$ cat config.mk
export PLATFORM = sky130hd
export DESIGN_NAME = muldiv_seq
export DESIGN_NICKNAME = d
export VERILOG_FILES = /design/src/rtl/muldiv_pkg.sv /design/src/rtl/muldiv_step.sv /design/src/rtl/muldiv_seq.sv
export SDC_FILE = /design/constraint.sdc
export NUM_CORES = 1
export LEC_CHECK = 0
export CORE_MARGIN = 1
export CORE_UTILIZATION = 40
export CTS_CLUSTER_DIAMETER = 40
export DETAILED_ROUTE_END_ITERATION = 6
export SLEW_MARGIN = 5
export SYNTH_ARGS = -nofsm -noshare
export SYNTH_HDL_FRONTEND = slang
export SYNTH_HIERARCHICAL = 1
export SYNTH_SLANG_ARGS = --single-unit
$ cat constraint.sdc
create_clock -name clk -period 5.6 [get_ports clk]
set_input_delay 0.84 -clock clk [delete_from_list [all_inputs] [get_ports clk]]
set_output_delay 0.84 -clock clk [all_outputs]
set_load 0.005 [all_outputs]
$ cat src/rtl/muldiv_pkg.sv
// -----------------------------------------------------------------------------
// muldiv_pkg
// Shared encodings for the sequential multiply/divide unit:
//   - op_e        : operation select driven on muldiv_seq.op
//   - state_e     : muldiv_seq FSM state encoding
//   - step_mode_e : selects the multiply or divide iteration in muldiv_step
//   - MULDIV_ITERS: default operand width, which is also the RUN iteration count
// -----------------------------------------------------------------------------
package muldiv_pkg;

  localparam int unsigned MULDIV_ITERS = 32;

  typedef enum logic [1:0] {
    OP_MULTU = 2'b00,
    OP_MULT  = 2'b01,
    OP_DIVU  = 2'b10,
    OP_DIV   = 2'b11
  } op_e;

  typedef enum logic [2:0] {
    ST_IDLE = 3'd0,
    ST_PREP = 3'd1,
    ST_RUN  = 3'd2,
    ST_FIX  = 3'd3,
    ST_DONE = 3'd4
  } state_e;

  typedef enum logic {
    STEP_MUL = 1'b0,
    STEP_DIV = 1'b1
  } step_mode_e;

endpackage

$ cat src/rtl/muldiv_step.sv
// -----------------------------------------------------------------------------
// muldiv_step
// One combinational iteration of the shift-add multiplier or the restoring
// shift-subtract divider.
//   mode_i   : STEP_MUL or STEP_DIV
//   acc_i    : running upper accumulator (partial product / partial remainder)
//   opnd_i   : multiplicand (MUL) or divisor (DIV)
//   in_bit_i : MUL - current multiplier LSB (add enable)
//              DIV - dividend MSB shifted into the remainder
//   acc_o    : next accumulator
//   bit_o    : MUL - bit shifted out into the top of the low register
//              DIV - quotient bit shifted into the bottom of the low register
// -----------------------------------------------------------------------------
module muldiv_step
  import muldiv_pkg::*;
#(
  parameter int unsigned WIDTH = MULDIV_ITERS
) (
  input  step_mode_e       mode_i,
  input  logic [WIDTH-1:0] acc_i,
  input  logic [WIDTH-1:0] opnd_i,
  input  logic             in_bit_i,
  output logic [WIDTH-1:0] acc_o,
  output logic             bit_o
);

  logic [WIDTH:0]   sum;
  logic [WIDTH:0]   shifted;
  logic [WIDTH-1:0] diff;
  logic             ge;

  always_comb begin
    sum     = {1'b0, acc_i} + (in_bit_i ? {1'b0, opnd_i} : '0);
    shifted = {acc_i, in_bit_i};
    ge      = (shifted >= {1'b0, opnd_i});
    // When ge holds the true difference is below the divisor, so the low
    // WIDTH bits carry it exactly.
    diff    = shifted[WIDTH-1:0] - opnd_i;
    acc_o   = acc_i;
    bit_o   = 1'b0;
    if (mode_i == STEP_MUL) begin
      acc_o = sum[WIDTH:1];
      bit_o = sum[0];
    end else if (ge) begin
      acc_o = diff;
      bit_o = 1'b1;
    end else begin
      acc_o = shifted[WIDTH-1:0];
      bit_o = 1'b0;
    end
  end

endmodule

$ cat src/rtl/muldiv_seq.sv
// -----------------------------------------------------------------------------
// muldiv_seq
// Sequential MIPS-style multiply/divide unit with architectural HI/LO.
// Latency: done pulses WIDTH+3 cycles after the accepting edge (PREP, WIDTH
// RUN cycles, FIX, DONE); divide-by-zero finishes straight from PREP.
// Optional feature: define MULDIV_SIGNED_EN for signed MULT/DIV; otherwise
// op[0] is ignored and every operation is unsigned.
// Ports:
//   clk, rst        : clock, synchronous active-high reset
//   start, op, a, b : operation request (sampled in IDLE only)
//   hi_we, lo_we,
//   wdata           : MTHI/MTLO writes, honoured in IDLE and DONE
//   hi, lo          : HI/LO registers
//   busy            : high in PREP, RUN and FIX
//   done            : one-cycle completion pulse (DONE state)
//   dbz             : divide-by-zero, meaningful while done=1
// WIDTH must be at least 2.
// -----------------------------------------------------------------------------
module muldiv_seq
  import muldiv_pkg::*;
#(
  parameter int unsigned WIDTH = MULDIV_ITERS
) (
  input  logic             clk,
  input  logic             rst,
  input  logic             start,
  input  logic [1:0]       op,
  input  logic [WIDTH-1:0] a,
  input  logic [WIDTH-1:0] b,
  input  logic             hi_we,
  input  logic             lo_we,
  input  logic [WIDTH-1:0] wdata,
  output logic [WIDTH-1:0] hi,
  output logic [WIDTH-1:0] lo,
  output logic             busy,
  output logic             done,
  output logic             dbz
);

  localparam int unsigned    CNT_W    = (WIDTH > 1) ? $clog2(WIDTH) : 1;
  localparam logic [CNT_W-1:0] CNT_LAST = CNT_W'(WIDTH - 1);

  state_e           state_q, state_d;
  logic             is_div_q, is_div_d;
  logic [WIDTH-1:0] a_q, a_d;     // dividend/multiplier, then quotient/product low half
  logic [WIDTH-1:0] b_q, b_d;     // divisor/multiplicand
  logic [WIDTH-1:0] acc_q, acc_d; // remainder/product high half
  logic [CNT_W-1:0] cnt_q, cnt_d;
  logic [WIDTH-1:0] hi_q, hi_d;
  logic [WIDTH-1:0] lo_q, lo_d;
  logic             dbz_q, dbz_d;

`ifdef MULDIV_SIGNED_EN
  logic                      sgn_q, sgn_d;
  logic                      neg_q, neg_d;   // negate product / quotient
  logic                      negr_q, negr_d; // negate remainder
  logic signed [2*WIDTH-1:0] prod;
`else
  logic unused_op0;
  assign unused_op0 = op[0];
`endif

  logic [WIDTH-1:0] step_acc;
  logic             step_bit;
  step_mode_e       step_mode;
  logic             step_in;

  assign step_mode = is_div_q ? STEP_DIV : STEP_MUL;
  assign step_in   = is_div_q ? a_q[WIDTH-1] : a_q[0];

  muldiv_step #(.WIDTH(WIDTH)) u_step (
    .mode_i   (step_mode),
    .acc_i    (acc_q),
    .opnd_i   (b_q),
    .in_bit_i (step_in),
    .acc_o    (step_acc),
    .bit_o    (step_bit)
  );

  // State register
  always_ff @(posedge clk) begin
    if (rst) state_q <= ST_IDLE;
    else     state_q <= state_d;
  end

  // Next-state logic
  always_comb begin
    state_d = state_q;
    unique case (state_q)
      ST_IDLE: if (start) state_d = ST_PREP;
      ST_PREP: state_d = (is_div_q && (b_q == '0)) ? ST_DONE : ST_RUN;
      ST_RUN:  if (cnt_q == CNT_LAST) state_d = ST_FIX;
      ST_FIX:  state_d = ST_DONE;
      ST_DONE: state_d = ST_IDLE;
      default: state_d = ST_IDLE;
    endcase
  end

  // FSM outputs
  always_comb begin
    busy = (state_q == ST_PREP) || (state_q == ST_RUN) || (state_q == ST_FIX);
    done = (state_q == ST_DONE);
  end

  // Datapath next-state
  always_comb begin
    is_div_d = is_div_q;
    a_d      = a_q;
    b_d      = b_q;
    acc_d    = acc_q;
    cnt_d    = cnt_q;
    hi_d     = hi_q;
    lo_d     = lo_q;
    dbz_d    = 1'b0;
`ifdef MULDIV_SIGNED_EN
    sgn_d    = sgn_q;
    neg_d    = neg_q;
    negr_d   = negr_q;
    prod     = '0;
`endif
    unique case (state_q)
      ST_IDLE: begin
        if (start) begin
          is_div_d = op[1];
          a_d      = a;
          b_d      = b;
`ifdef MULDIV_SIGNED_EN
          sgn_d    = op[0];
`endif
        end
        // Same-cycle write with an accepted start lands now and is
        // overwritten in FIX.
        if (hi_we) hi_d = wdata;
        if (lo_we) lo_d = wdata;
      end
      ST_PREP: begin
        acc_d = '0;
        cnt_d = '0;
        dbz_d = is_div_q && (b_q == '0);
`ifdef MULDIV_SIGNED_EN
        neg_d  = 1'b0;
        negr_d = 1'b0;
        if (sgn_q) begin
          if (a_q[WIDTH-1]) a_d = -a_q;
          if (b_q[WIDTH-1]) b_d = -b_q;
          neg_d  = a_q[WIDTH-1] ^ b_q[WIDTH-1];
          negr_d = is_div_q & a_q[WIDTH-1];
        end
`endif
      end
      ST_RUN: begin
        acc_d = step_acc;
        a_d   = is_div_q ? {a_q[WIDTH-2:0], step_bit} : {step_bit, a_q[WIDTH-1:1]};
        cnt_d = (cnt_q == CNT_LAST) ? '0 : cnt_q + CNT_W'(1);
      end
      ST_FIX: begin
        // {acc, a} is {product hi, lo} for multiply and {remainder, quotient}
        // for divide, so both map acc->hi and a->lo.
        hi_d = acc_q;
        lo_d = a_q;
`ifdef MULDIV_SIGNED_EN
        if (is_div_q) begin
          if (neg_q)  lo_d = -a_q;
          if (negr_q) hi_d = -acc_q;
        end else if (neg_q) begin
          prod = -$signed({acc_q, a_q});
          hi_d = prod[2*WIDTH-1:WIDTH];
          lo_d = prod[WIDTH-1:0];
        end
`endif
      end
      ST_DONE: begin
        if (hi_we) hi_d = wdata;
        if (lo_we) lo_d = wdata;
      end
      default: ;
    endcase
  end

  // Datapath registers
  always_ff @(posedge clk) begin
    if (rst) begin
      is_div_q <= 1'b0;
      a_q      <= '0;
      b_q      <= '0;
      acc_q    <= '0;
      cnt_q    <= '0;
      hi_q     <= '0;
      lo_q     <= '0;
      dbz_q    <= 1'b0;
`ifdef MULDIV_SIGNED_EN
      sgn_q    <= 1'b0;
      neg_q    <= 1'b0;
      negr_q   <= 1'b0;
`endif
    end else begin
      is_div_q <= is_div_d;
      a_q      <= a_d;
      b_q      <= b_d;
      acc_q    <= acc_d;
      cnt_q    <= cnt_d;
      hi_q     <= hi_d;
      lo_q     <= lo_d;
      dbz_q    <= dbz_d;
`ifdef MULDIV_SIGNED_EN
      sgn_q    <= sgn_d;
      neg_q    <= neg_d;
      negr_q   <= negr_d;
`endif
    end
  end

  assign hi  = hi_q;
  assign lo  = lo_q;
  assign dbz = dbz_q;

endmodule

* Yosys cells after proc, flatten, opt, wreduce, memory -nomap -nowiden
Index checks and enable logic that the tools add are counted.
Widths: inputs -> output; s select.
** Word-level totals
- Logic and storage cells :: 59
- Bits of input ports :: 103
- Output and inout bits :: 67
- Flip-flop bits (word level) :: 170
** Operators by class
- Bitwise operators :: 1
- Reductions and logical operators :: 15
- Muxes and demuxes :: 21
- Eq/ne operators :: 9
- Magnitude comparators :: 1
- Add/subtract/negate cells :: 3
** Operators by type and width (count)
- $pmux 32 s2 :: 4
- $mux 32 :: 7
- $add 32x33->33 :: 1
- $ge 33x32->1 :: 1
- $logic_not 32->1 :: 1
- $sub 32x32->32 :: 1
- $pmux 3 s4 :: 1
- $pmux 5 s2 :: 1
- $reduce_and 2->1 :: 5
- $mux 3 :: 3
- $eq 3x2->1 const B :: 2
- $ne 2x1->1 const B :: 3
- $reduce_bool 2->1 :: 3
- $add 5x1->5 const B :: 1
- $eq 5x5->1 const B :: 1
- $mux 5 :: 1
- $mux 1 :: 4
- $reduce_or 2->1 :: 2
- $eq 3x1->1 const B :: 1
- $eq 3x3->1 const B :: 1
- $logic_not 3->1 :: 1
- $logic_or 1x1->1 :: 2
- $ne 2x2->1 const B :: 1
- $logic_and 1x1->1 :: 1
- $not 1->1 :: 1

* Longest topological paths before layout
Gate-level depths: netlist (run 1).
- Word-level depth :: 6
- Gate-level depth with buffers :: 20
- Gate-level depth less buffers :: 17

* Cells and area by module
Netlist (run 1), hierarchy kept.
** By module, submodules not included
- muldiv_seq :: area an instance 6972.9 um^2, times used 1, sequential area each 3403.3 um^2, cells each 821
- muldiv_step :: area an instance 4130.2 um^2, times used 1, sequential area each 0.0 um^2, cells each 615

* Worst setup path before layout (run 1)
Ideal clock, no wire load.
- Kind :: reg-to-reg
- From :: register is_div_q
- To :: register acc_q[30]
- Arrival time :: 4.227 ns
- Period minus slack after synthesis :: 4.355 ns
- Library setup time :: 0.128 ns
- Setup slack :: 1.245 ns
- Cell stages (with the launch flop) :: 21
- Path buffers :: 3
- Required time :: 5.472 ns
- Cell sequence :: dfxtp_1 > buf_2 > buf_1 > mux2_2 > inv_1 > clkbuf_1 > ha_1 > inv_1 > fa_1 > a21oi_1 > o21ai_1 > a21oi_1 > o21ai_1 > a31oi_1 > a21oi_1 > a221oi_1 > xor2_1 > o21ai_1 > a2bb2oi_1 > a22oi_1 > nor2_1
** On the way
- Word-level cells in the longest chain between the ends :: 5
- Elaborated cells on any way between the ends :: 9
- Classes of those cells :: add/sub (2); order compare (1); mux (6)
** Ends and longest elaborated chain
- start: declaration :: RTL line muldiv_seq.sv:44 : logic is_div_q, is_div_d;
- start signal: assignment :: RTL line muldiv_seq.sv:197 : is_div_q <= is_div_d;
- $mux 1 * :: RTL line muldiv_seq.sv:69 : assign step_in = is_div_q ? a_q[WIDTH-1] : a_q[0];
- net step_in :: RTL line muldiv_seq.sv:66 : logic step_in;
- $mux 32, or another cell as far along :: RTL line muldiv_step.sv:33 : sum = {1'b0, acc_i} + (in_bit_i ? {1'b0, opnd_i} : '0);
- $add 32x33->33 / $mux 32 (equally long branches) :: RTL line muldiv_step.sv:33, muldiv_step.sv:44
- $mux 32 * :: RTL line muldiv_step.sv:41 : if (mode_i == STEP_MUL) begin
- net step_acc[30] :: RTL line muldiv_seq.sv:63 : logic [WIDTH-1:0] step_acc;
- $pmux 32 s2 * :: RTL line muldiv_seq.sv:121 : unique case (state_q)
- end signal: assignment :: RTL line muldiv_seq.sv:186 : acc_q <= '0;
- end signal: assignment :: RTL line muldiv_seq.sv:200 : acc_q <= acc_d;
- end: declaration :: RTL line muldiv_seq.sv:47 : logic [WIDTH-1:0] acc_q, acc_d;
The timed path passes the listed nets; every way through them passes the cells marked *.
A chain may end at the register's enable or synchronous reset.

* Worst setup path after layout (run 1)
Ends and elaborated chain as after synthesis.

==> results.py, run 1 <==
metrics = {
    "synthesis": {
        "yosysSeqAreaShare_pct": 30.7,
        "syn_nets": 1608,
        "yosys_warnings": 6,
        "muxShareOfSynthArea_pct": 4.18,
        "synth-xor-area-share_pct": 4.58,
        "synthDistinctLibCells": 73,
        "synth-compound-area-share_pct": 28.3,
        "syn-cell-area_um2": 11100,
        "syn-mean-instance-area_um2": 7.73,
        "yosys.area_share.simple_pct": 18.8,
        "synthAdderAreaFrac_pct": 7.91,
        "ys_async_sr_fraction_pct": 0,
        "synth_top_family_by_area": "compound AO/OA/AOI/OAI gates",
        "synth-edff-count": 0,
        "ys_ff_latch": 170,
        "synthFlopType": "dfxtp_1",
        "syn-instance-count": 1436,
    },
    "layout": {
        "final_cell_mix": "nor2_1 (248), dfxtp_1 (167), clkdlybuf4s50_1 (167)",
        "layout_commonest_cell": "nor2_1",
        "design_area_um2": 13500,
        "nets": 1708,
        "finalNonFillerCells": 1920,
        "ff_latch_area_um2": 3410,
        "multi_input_area_um2": 7090,
        "layout.filler_cells": 2735,
        "fin_util_pct": 49.8,
        "drive_above_1_share_pct": 4.65,
        "area_growth_pct": 21.5,
        "n_antenna_cell": 0,
    },
    "status": {
        "status": "complete, no violations",
    },
    "sta": {
        "relSlewSlack_pct": 21.9,
        "setup_viol": 0,
        "fin_crit_sh_pct": 86.7,
        "fin_hold_ws_ns": 0.474,
        "min_period_ns": 4.85,
        "fmax_ghz": 0.206,
        "finalWorstSetupSlack_ns": 0.746,
        "rsz0062_at_grt": "false",
        "hold_violations": 0,
        "drv_slew": 0,
        "clock_skew_ns": 0.0173,
        "tightest_slew_ns": 1.17,
        "fin_setup_tns_ns": 0,
    },
    "clocking": {
        "htreeDepth": 4,
        "cts_resized": 0,
        "cts_hold_buffers": 0,
        "cts_tree": "built",
        "cts_made_buffers": 17,
        "clock-sinks": 170,
        "clock_latency_ns": 0.44,
        "post_cts_buffers": 0,
        "clock_path_buffers": 2,
        "clk_pin_slew_worst_paths_ns": 0.08,
        "cts-root-buf": "clkbuf_16",
    },
    "detailed_routing": {
        "vias": 10888,
        "avgRoutedWirePerCell_um": 18.5,
        "vias_per_cell": 5.67,
        "antenna_left": 0,
        "drcViolationCount": 0,
        "drt_iter0_drc": 900,
        "drtPass1Iterations": 5,
        "routed_wl_um": 35600,
    },
    "pwr": {
        "power_mw": 3.58,
        "worst_ir_drop_vdd_mv": 0.227,
        "p_leak_nw": 5.41,
        "power_density_nw_per_um2": 266,
    },
    "setup_path": {
        "critPathKind": "register to register",
        "path_cells": "mux2_2 > inv_1 > buf_4 > ha_1 > inv_1 > fa_1 > a21oi_1 > o21ai_1 > a21oi_1 > o21ai_1 > a31oi_1 > a21oi_1 > a221oi_1 > xor2_1 > o21ai_1 > a2bb2oi_1 > a22oi_1 > nor2_1",
        "worstPathArrival_ns": 5.15,
        "rr_worst_depth": 18,
        "cp_slowest_stage_delay_ns": 0.56,
        "worst-path-stages": 18,
        "worstSetupStartpoint": "is_div_q$_SDFFE_PP0P_",
        "cp_top_family": "compound AO/OA/AOI/OAI gates",
        "cp.buffers_inverters": 3,
        "crit_fanout": 22,
        "cpMaxStageDelayCell": "dfxtp_4",
        "critPathRequiredTime_ns": 5.89,
        "setup.worst_path.start_class": "register",
        "endpoint_kind": "register",
        "rr_startpoint": "is_div_q$_SDFFE_PP0P_",
    },
    "grt": {
        "grt_pass1_vias": 10228,
        "grt_use_total_pct": 25.0,
        "grt_overflow": 0,
        "antenna_found_initial": 0,
        "grt_max_degree": 77,
        "grt_pass1_wl_um": 56500,
    },
    "placement": {
        "io_buffers": 168,
        "pre_cts_slack_ns": 0.859,
        "place_area_um2": 12900,
        "dp.cells": 1889,
        "hpwlAfterDp_um": 25200,
        "gp_congestion": 0.910,
    },
    "min_path": {
        "holdPathStages": 2,
        "holdCritStartpoint": "b_q[8]$_SDFFE_PP0P_",
        "hold_path.class": "register to register",
    },
    "floorplan": {
        "die_h_um": 169,
        "ios": 170,
        "dieArea_um2": 28400,
        "rows": 60,
        "die_x_um": 169,
        "core_um2": 27100,
        "start_util_pct": 41.0,
    },
    "run": {
        "max_cap_violations": 0,
    },
}
[cells by family after synthesis]
kind of cell | count (synthesis)
AND/OR/NAND/NOR | 482
AO/OA/AOI/OAI | 464
flip-flops | 170
buffers and inverters | 147
adder cells (fa/ha/maj) | 69
XOR/XNOR | 58
multiplexers | 46
[final timing paths]
path                                  to  slack, ns
hold / removal       b_q[8]$_SDFFE_PP0P_       0.47
setup / recovery  acc_q[30]$_SDFFE_PP0P_       0.75
hold reg to reg      b_q[8]$_SDFFE_PP0P_       0.47
setup reg to reg  acc_q[30]$_SDFFE_PP0P_       0.75
[cell usage after synthesis, types with 34 or more instances]
master    count  area, um^2
clkbuf_1     62         233
nor2_1      249         935
o21ai_0     101         505
a221oi_1     34         298
nand2_1     134         503
mux2i_1      43         430
a21oi_1     109         546
a22oi_1      34         255
dfxtp_1     170        3400
inv_1        47         176
ha_1         67         838
a311oi_1     66         578
a21o_1       36         270
[power by group]
| group | switching, mW | leakage [nW] | internal, mW | total, mW |
|---|---|---|---|---|
| sequential | 0.0820 | 1.40 | 1.31 | 1.39 |
| combinational | 0.570 | 3.73 | 0.447 | 1.02 |
| clock | 0.578 | 0.284 | 0.595 | 1.17 |
[sequential cells by signal, indices dropped and copies added, names as in the netlist]
register and flops:
dbz 1, b_q 32, a_q 32, cnt_q 5, state_q 3, acc_q 32
hi 32, is_div_q 1, lo 32
[per-layer routing]
layer  up-vias  global-route usage [%]  share of wire [%]
met5         -                       0                  0
met4         0                    5.22                1.1
met3        19                    3.13                4.7
met2       287                    40.3                 45
met1      5172                    35.6                 49
li1       5410                       -                  -
[worst reg2reg max path, cell delays in order, from the launching register on]
cell and delay [ns]:
dfxtp_4 0.56, mux2_2 0.43, inv_1 0.32, buf_4 0.36
ha_1 0.23, inv_1 0.05, fa_1 0.39, a21oi_1 0.20
o21ai_1 0.08, a21oi_1 0.23, o21ai_1 0.22, a31oi_1 0.40
a21oi_1 0.26, a221oi_1 0.37, xor2_1 0.20, o21ai_1 0.08
a2bb2oi_1 0.13, a22oi_1 0.16, nor2_1 0.05
[area by class of cell]
| class | instances | area share [%] |
|---|---|---|
| Multi-Input combinational cell | 1119 | 52.5 |
| Sequential cell | 170 | 25.3 |
| Timing Repair Buffer | 181 | 13.2 |
| Tap cell | 372 | 3.45 |
| Clock buffer | 17 | 3.15 |
| Inverter | 47 | 1.31 |
| Clock inverter | 14 | 1.13 |
Power figures use the tool's default switching activity.
==> run 2, diff against run 1 <==
Clock period 5.6 ns to 5.2 ns, I/O delays scaled along.
==> results.py, run 2 (same netlist as run 1, synthesis figures left out) <==
metrics = {
    "pwr": {
        "power_switching_mw": 1.33,
        "p_int_mw": 2.54,
        "worst_ir_drop_vdd_mv": 0.227,
        "pwr-share-seq_pct": 38.9,
        "p_sw_share_pct": 34.3,
        "power_density_nw_per_um2": 286,
        "combPwrFrac_pct": 28.3,
        "clkPwrFrac_pct": 32.7,
        "p_leak_nw": 5.42,
    },
    "setup_path": {
        "cpMaxStageDelayCell": "fa_1",
        "cp_slowest_stage_delay_ns": 0.48,
        "rrSetupSlack_ns": 0.70,
        "rr_startpoint": "is_div_q$_SDFFE_PP0P_",
        "cp.buffers_inverters": 1,
        "critPathRequiredTime_ns": 5.48,
        "critPathKind": "register to register",
        "worstPathArrival_ns": 4.78,
        "cp_top_family": "compound AO/OA/AOI/OAI gates",
        "crit_fanout": 12,
        "worstSetupStartpoint": "is_div_q$_SDFFE_PP0P_",
        "r2r-end": "acc_q[29]$_SDFFE_PP0P_",
        "path_cells": "mux2_2 > inv_1 > nor2_1 > fa_1 > a21oi_1 > o211ai_1 > a211oi_1 > o21bai_1 > a31o_2 > a21oi_1 > o21ai_0 > a31oi_1 > xor2_1 > o21ai_0 > a22oi_1 > nor2_1",
        "setup.worst_path.start_class": "register",
        "rr_worst_depth": 16,
        "endpoint_kind": "register",
    },
    "clocking": {
        "post_cts_buffers": 0,
        "cts_made_buffers": 17,
        "clk_pin_slew_worst_paths_ns": 0.07,
        "cts-root-buf": "clkbuf_16",
        "clock_latency_ns": 0.43,
        "htreeDepth": 4,
        "cts_resized": 0,
        "cts_tree": "built",
        "clock_path_buffers": 2,
        "cts_hold_buffers": 0,
        "clock-sinks": 170,
    },
    "floorplan": {
        "start_util_pct": 41.0,
        "rows": 60,
        "dieArea_um2": 28400,
        "die_h_um": 169,
        "ios": 170,
        "core_um2": 27100,
        "die_x_um": 169,
    },
    "sta": {
        "tightest_slew_ns": 1.16,
        "rsz0062_at_grt": "false",
        "drv_slew": 0,
        "relSlewSlack_pct": 22.3,
        "min_period_ns": 4.50,
        "fmax_ghz": 0.222,
        "setup_viol": 0,
        "fin_setup_tns_ns": 0,
        "clock_skew_ns": 0.0137,
        "fin_crit_sh_pct": 86.5,
        "hold_violations": 0,
        "finalWorstSetupSlack_ns": 0.704,
    },
    "layout": {
        "finalNonFillerCells": 1921,
        "layout_commonest_cell": "nor2_1",
        "design_area_um2": 13500,
        "nets": 1708,
        "drive_above_1_share_pct": 4.65,
        "final_cell_mix": "nor2_1 (248), dfxtp_1 (167), clkdlybuf4s50_1 (167)",
        "n_antenna_cell": 0,
        "area_growth_pct": 21.9,
        "ff_latch_area_um2": 3410,
        "layout.filler_cells": 2681,
        "multi_input_area_um2": 7090,
    },
    "placement": {
        "place_area_um2": 13000,
        "gp_congestion": 0.891,
        "dp.cells": 1889,
        "hpwlAfterDp_um": 25000,
        "io_buffers": 168,
        "pre_cts_slack_ns": 0.823,
    },
    "detailed_routing": {
        "drcViolationCount": 0,
        "avgRoutedWirePerCell_um": 18.3,
        "routed_wl_um": 35200,
        "drt_iter0_drc": 923,
        "drtPass1Iterations": 5,
        "vias_per_cell": 5.71,
        "vias": 10970,
        "antenna_left": 0,
    },
    "min_path": {
        "holdPathStages": 2,
        "worstHoldEndpoint": "b_q[25]$_SDFFE_PP0P_",
        "hold_path.class": "register to register",
        "holdCritStartpoint": "b_q[25]$_SDFFE_PP0P_",
    },
    "grt": {
        "grt_pass1_vias": 10492,
        "grt_pass1_wl_um": 56200,
        "grt_overflow": 0,
        "grt_max_degree": 90,
        "antenna_found_initial": 0,
        "grt_use_total_pct": 24.8,
    },
    "run": {
        "max_cap_violations": 0,
    },
    "status": {
        "status": "complete, no violations",
    },
}
run 2: worst max path at each step:
stage,end,slack [ns],cells after the start
floorplan,acc_q[30]$_SDFFE_PP0P_,0.85,20
global placement,acc_q[30]$_SDFFE_PP0P_,0.86,18
detailed placement,acc_q[29]$_SDFFE_PP0P_,0.82,16
CTS,acc_q[29]$_SDFFE_PP0P_,0.79,16
global route,acc_q[29]$_SDFFE_PP0P_,0.41,16
finish,acc_q[29]$_SDFFE_PP0P_,0.70,16
run 2: area by class of cell:
| class | count | share of cell area [%] |
|---|---|---|
| flip-flops and latches | 170 | 25.2 |
| repair buffers | 181 | 13.4 |
| clock inverters | 14 | 1.11 |
| well taps | 372 | 3.44 |
| multi-input cells | 1119 | 52.4 |
| clock buffers | 18 | 3.17 |
| inverters | 47 | 1.30 |
run 2: worst reg2reg max path, stage by stage (launching register included):
cell      delay [ns]
dfxtp_4         0.34
mux2_2          0.36
inv_1           0.37
nor2_1          0.16
fa_1            0.48
a21oi_1         0.25
o211ai_1        0.22
a211oi_1        0.40
o21bai_1        0.17
a31o_2          0.30
a21oi_1         0.22
o21ai_0         0.26
a31oi_1         0.33
xor2_1          0.17
o21ai_0         0.08
a22oi_1         0.18
nor2_1          0.05
run 2: metrics by stage:
| step | total power [mW] | utilization [%] | hold slack, ns |
|---|---|---|---|
| floorplan | 2.22 | - | 0.439 |
| global placement | 2.62 | 47.8 | 0.461 |
| detailed placement | 2.62 | 47.8 | 0.468 |
| CTS | 3.90 | 49.9 | 0.480 |
| global route | 4.07 | 49.9 | 0.496 |
| finish | 3.87 | 49.9 | 0.475 |
run 2: power groups by stage:
stage	Sequential [mW]	Clock [mW]	Combinational [mW]
6_report	1.51	1.27	1.10
5_1_grt	1.52	1.34	1.20
4_1_cts	1.51	1.30	1.09
3_5_place_dp	1.54	0	1.09
3_3_place_gp	1.54	0	1.08
2_1_floorplan	1.51	0	0.710
run 2: routing by layer:
| metal | GRT usage (%) | up-vias | part of all wire, % |
|---|---|---|---|
| li1 | - | 5403 | - |
| met1 | 35.2 | 5225 | 50 |
| met2 | 39.4 | 315 | 44 |
| met3 | 3.72 | 27 | 5.3 |
| met4 | 5.69 | 0 | 1.3 |
| met5 | 0 | - | 0 |
